$ cat src/rtl/dsp_opt_pkg.sv
// Shared types and constants for the DSP operand-select crossbar.
package dsp_opt_pkg;

  // Constant-code offsets relative to N_IN: N_IN+0 drives 0, N_IN+1 drives 1.
  localparam int SEL_C0_OFS = 0;
  localparam int SEL_C1_OFS = 1;

  // Config load state, a pure decode of the shifted-bit count.
  typedef enum logic [1:0] {EMPTY, LOADING, FULL, OVER} cfg_state_t;

  // Select width covering every data input plus the two constant codes.
  function automatic int sel_w(input int n_in);
    return $clog2(n_in + 2);
  endfunction

endpackage

$ cat src/rtl/dsp_opt_cfg_chain.sv
// Shadow config chain with load-length check and atomic commit to active.
module dsp_opt_cfg_chain
  import dsp_opt_pkg::*;
#(
  parameter int L = 126
) (
  input  logic         prog_clock,
  input  logic         prog_reset_n,
  input  logic         config_enable,
  input  logic         ccff_head,
  input  logic         cfg_commit,
  output logic         ccff_tail,
  output logic         cfg_ready,
  output logic         cfg_err,
  output logic [L-1:0] active
);

  localparam int              CW       = $clog2(L + 2);
  localparam logic [CW-1:0]   CNT_FULL = CW'(L);
  localparam logic [CW-1:0]   CNT_MAX  = CW'(L + 1);

  logic [L-1:0]  sr_q, act_q;
  logic [CW-1:0] cnt_q, cnt_d;
  cfg_state_t    state_q;
  logic          rdy_q, err_q;
  logic          commit_ok, commit_bad;

  function automatic cfg_state_t decode(input logic [CW-1:0] c);
    if (c == '0)      return EMPTY;
    if (c < CNT_FULL) return LOADING;
    if (c == CNT_FULL) return FULL;
    return OVER;
  endfunction

  // A commit racing a shift is refused so the copied image is always complete.
  assign commit_ok  = cfg_commit & ~config_enable & (state_q == FULL);
  assign commit_bad = cfg_commit & ~commit_ok;

  // Next count: cleared by an accepted commit, otherwise counts shifts up to L+1.
  always_comb begin
    cnt_d = cnt_q;
    if (commit_ok)
      cnt_d = '0;
    else if (config_enable && (cnt_q != CNT_MAX))
      cnt_d = cnt_q + 1'b1;
  end

  // Load FSM with registered ready/error flags.
  always_ff @(posedge prog_clock or negedge prog_reset_n) begin
    if (!prog_reset_n) begin
      cnt_q   <= '0;
      state_q <= EMPTY;
      rdy_q   <= 1'b0;
      err_q   <= 1'b0;
    end else begin
      cnt_q   <= cnt_d;
      state_q <= decode(cnt_d);
      rdy_q   <= (decode(cnt_d) == FULL);
      if (commit_ok)       err_q <= 1'b0;
      else if (commit_bad) err_q <= 1'b1;
    end
  end

  // Shadow chain: new bits enter at index 0, oldest bit leaves at L-1.
  always_ff @(posedge prog_clock or negedge prog_reset_n) begin
    if (!prog_reset_n)      sr_q <= '0;
    else if (config_enable) sr_q <= {sr_q[L-2:0], ccff_head};
  end

  // Active image only ever changes as a whole, on an accepted commit.
  always_ff @(posedge prog_clock or negedge prog_reset_n) begin
    if (!prog_reset_n)  act_q <= '0;
    else if (commit_ok) act_q <= sr_q;
  end

  assign ccff_tail = sr_q[L-1];
  assign cfg_ready = rdy_q;
  assign cfg_err   = err_q;
  assign active    = act_q;

endmodule

$ cat src/rtl/dsp_opt_xbar.sv
// Operand-select crossbar: per-output input/constant mux with optional flop.
module dsp_opt_xbar
  import dsp_opt_pkg::*;
#(
  parameter int N_IN  = 21,
  parameter int N_OUT = 21,
  parameter int SEL_W = sel_w(N_IN),
  parameter int FLD_W = SEL_W + 1,
  parameter int L     = N_OUT * FLD_W
) (
  input  logic             prog_clock,
  input  logic             prog_reset_n,
  input  logic             config_enable,
  input  logic             ccff_head,
  output logic             ccff_tail,
  input  logic             cfg_commit,
  output logic             cfg_ready,
  output logic             cfg_err,
  input  logic [N_IN-1:0]  opt_I,
  output logic [N_OUT-1:0] opt_O
);

  logic [L-1:0] active;

  dsp_opt_cfg_chain #(.L(L)) u_cfg (
    .prog_clock    (prog_clock),
    .prog_reset_n  (prog_reset_n),
    .config_enable (config_enable),
    .ccff_head     (ccff_head),
    .cfg_commit    (cfg_commit),
    .ccff_tail     (ccff_tail),
    .cfg_ready     (cfg_ready),
    .cfg_err       (cfg_err),
    .active        (active)
  );

  for (genvar k = 0; k < N_OUT; k++) begin : g_out
    logic [SEL_W-1:0] sel;
    logic             reg_en, mux, out_q;

    assign sel    = active[k*FLD_W +: SEL_W];
    assign reg_en = active[k*FLD_W + SEL_W];

    // Select an input, a constant, or 0 for codes beyond the constant range.
    always_comb begin
      mux = 1'b0;
      if (sel < SEL_W'(N_IN))
        mux = opt_I[sel];
      else if (sel == SEL_W'(N_IN + SEL_C0_OFS))
        mux = 1'b0;
      else if (sel == SEL_W'(N_IN + SEL_C1_OFS))
        mux = 1'b1;
    end

    // Output flop runs every cycle so registered mode never sees stale data.
    always_ff @(posedge prog_clock or negedge prog_reset_n) begin
      if (!prog_reset_n) out_q <= 1'b0;
      else               out_q <= mux;
    end

    assign opt_O[k] = reg_en ? out_q : mux;
  end

endmodule

$ cat config.mk
export PLATFORM = sky130hd
export DESIGN_NAME = dsp_opt_xbar
export DESIGN_NICKNAME = d
export VERILOG_FILES = /design/src/rtl/dsp_opt_pkg.sv /design/src/rtl/dsp_opt_cfg_chain.sv /design/src/rtl/dsp_opt_xbar.sv
export SDC_FILE = /design/constraint.sdc
export NUM_CORES = 1
export LEC_CHECK = 0
export ABC_AREA = 1
export BUFFER_PORTS_ARGS = -buffer_cell sky130_fd_sc_hd__buf_2
export CORE_AREA = 2 2 190 192
export DETAILED_ROUTE_END_ITERATION = 12
export DIE_AREA = 0 0 192 194
export PLACE_DENSITY = 0.7
export SKIP_LAST_GASP = 1
export SYNTH_ARGS = -nofsm -noshare
export SYNTH_HDL_FRONTEND = slang
export SYNTH_SLANG_ARGS = --single-unit
$ cat constraint.sdc
create_clock -name prog_clock -period 2.5 [get_ports prog_clock]
set_input_delay 0.125 -clock prog_clock [delete_from_list [all_inputs] [get_ports prog_clock]]
set_output_delay 0.125 -clock prog_clock [all_outputs]
set_load 0.01 [all_outputs]
==> reports/metrics.cfg <==
[outcome]
status = finished clean

[logic_synthesis]
syn-instance-count = 2185
synth_common_cells = 708 x nand2_1, 338 x o21ai_0, 284 x dfrtp_1
synth_largest_area_cell = dfrtp_1
yosysWarnings = 0
synth-seq-area-share_pct = 45.5
synthArstFlopShare_pct = 100
synth_cell_types = 36
synth_edf_count = 0
ys_ff_latch = 284
synth-main-ff-cell = dfrtp_1
synth.top_cells.by_area = dfrtp_1 45%, nand2_1 17%, o21ai_0 11%
synth_top_area_share_pct = 45.5
syn_avg_cell_area_um2 = 7.15
synth_most_common_cell = nand2_1
syn_nets = 2212
syn-cell-area_mm2 = 0.0156

[pwr]
peakVddDrop_mv = 0.590
powerDensity_mw_per_mm2 = 707
p_leak_nw = 7.80

[clocking]
clockBufferDepth = 3
cts_tree = yes
cts_made_buffers = 31
htreeDepth = 1
cts_sinks = 284
clkLatencyLatePin_ps = 570
path_clk_slew_ps = 60
cts-root-buf = clkbuf_16

[timing]
fmax_mhz = 435
finalSetupTns_ps = 0
period_minus_slack_ps = 2300
setup_viol = 0
fin_crit_sh_pct = 91.9
timing.final.hold_violations = 0
finClkSkew_ps = 8.68
tightest_slew_ps = 967
drv_slew = 0
rsz0062_at_grt = no
slew_headroom_pct = 35.5

[floorplanning]
fp.dieArea_mm2 = 0.0372
rows = 69
initial_core_util_pct = 44.4
core_mm2 = 0.0352
ios = 50
die_x_um = 192
die_h_um = 194

[global_routing]
first_global_vias = 13100
overflow = 0
grt_max_degree = 253
grt_pass1_wl_um = 68100
grt_antenna_before_repair = 2
grt.total_usage_pct = 22.6

[finish]
drive_gt1_share_pct = 7.70
fin_cells = 2657
area_delta_synth_final_pct = 11.1
layout.nets = 2196
design_area_mm2 = 0.0174

[routing]
drt-pass1-iter-count = 6
finalWirelength_um = 41700
wl_met2_um = 18600
routed-wl-met3_um = 3430
vias = 14400
drc = 0
vias_per_cell = 5.40
ant_nets = 0
drt_iter0_drc = 1423
top_layer = met5
wl_met1_um = 18300
wire_per_inst_um = 15.7

[min_path]
hold_path_class = in -> async

[critical_path]
worstSetupEndpointType = primary output
arrival_ps = 2170
cp_data_required_time_ps = 2380
path_class = reg -> out
cp_max_fo = 13
startpoint_type = flip-flop

[job]
max_cap_violations = 0

[placed_design]
dp.cells = 2593
routabilityCongestion = 0.906
port-buffer-count = 49
dp_hpwl_um = 26400
dpl-instance-area_mm2 = 0.0161

[worst max-delay path, stage by stage, from the launching register on]
cell and delay [ps]:
dfrtp_1 560, inv_1 220, nand2_1 110, nand3_1 80, nand3_1 100, nand3_1 70
nand2_1 70, nand2_1 50, nand2_1 110, nand2_1 60, nand2_1 60, buf_2 120
[stage by stage]
step	total power, mW	utilization [%]	hold slack [ps]	worst slack [ps]
2_1_floorplan	6.49	-	-171	1020
3_3_place_gp	7.00	45.7	151	676
3_5_place_dp	7.06	45.7	153	657
4_1_cts	12.4	49.2	139	40.6
5_1_grt	12.8	49.3	171	3.17
6_report	12.3	49.3	114	202
[worst paths after layout]
check	startpoint	end	slack (ps)	cells past startpoint
min in group prog_clock	opt_I[0]	g_out[4].out_q	240	5
max in group asynchronous	prog_reset_n	u_cfg.active[60]	1580	3
max	u_cfg.active[72]	opt_O[12]	200	11
max reg2reg	u_cfg.state_q[1]	u_cfg.active[64]	750	3
min reg2reg	u_cfg.sr_q[36]	u_cfg.sr_q[37]	470	2
min	prog_reset_n	u_cfg.sr_q[101]	110	2
[placed cells by master (no fill, tap or decap), types with 2 or more instances in the layout]
cell,synthesis,layout
a211oi_1,4,4
and3_1,4,4
nor2_4,3,3
buf_2,80,47
dfrtp_1,284,276
dlygate4sd3_1,0,4
inv_1,263,262
o211ai_1,45,45
nor3_1,10,10
clkinv_4,0,2
diode_2,0,2
nor2_1,37,37
clkbuf_16,0,31
clkinv_1,4,4
buf_4,1,25
clkinv_2,0,4
o21bai_1,3,3
clkbuf_8,0,8
inv_2,9,10
nand2_1,708,708
nand2_4,2,2
buf_12,0,5
nand3_2,5,5
nand2_2,3,3
and2_1,8,8
nand3b_1,6,6
nand4_1,30,30
dfrtp_2,0,8
a21oi_1,65,65
o21ai_0,338,338
clkbuf_1,44,3
a31oi_1,7,7
bufinv_16,0,8
nand3_1,187,187
o21ai_1,21,21
[registers in the layout, summed over array words and instances (netlist names)]
name and count:
u_cfg.active 126, u_cfg.cfg_err 1, u_cfg.cnt_q 7, u_cfg.sr_q 126, u_cfg.state_q 2, u_cfg.cfg_ready 1, g_out.out_q 21
[where the power goes]
| part | internal [mW] | total, mW | leakage [nW] | switching [mW] |
|---|---|---|---|---|
| Combinational | 0.537 | 1.64 | 3.44 | 1.10 |
| Clock | 3.33 | 5.27 | 0.585 | 1.94 |
| Sequential | 5.04 | 5.36 | 3.78 | 0.319 |
[logic make-up after synthesis]
logic type	after synthesis	synth area share, %
buffers and inverters	408	10.7
flip-flops	284	45.5
AND/OR/NAND/NOR	1006	27.2
adder cells (fa/ha/maj)	1	0.0801
XOR/XNOR	1	0.0561
AO/OA/AOI/OAI	485	16.5
[metal layers]
metal	vias to the layer above	GRT usage, %
met3	107	3.95
met5	-	0
met2	514	34.9
met1	6726	32.0
li1	7005	-
met4	2	7.63
[final cells by class]
type                       instances  area [um^2]
clock buffer                      42          897
timing repair buffer              83          589
tap                              461          577
sequential                       284         7120
antenna                            2         5.00
multi-input combinational       1493         6840
inverter                         276         1040
fill                            3416        17900
clock inverter                    16          294
[repair_timing]
| action | CTS | global route |
|---|---|---|
| endpoints found under the setup margin | 0 | 9 |
| hold buffers | 4 | 0 |
| endpoints found under the hold margin | 74 | 0 |
| buffers inserted | 0 | 0 |
| gates resized for setup | 0 | 9 |
(Power assumes the default switching activity.)
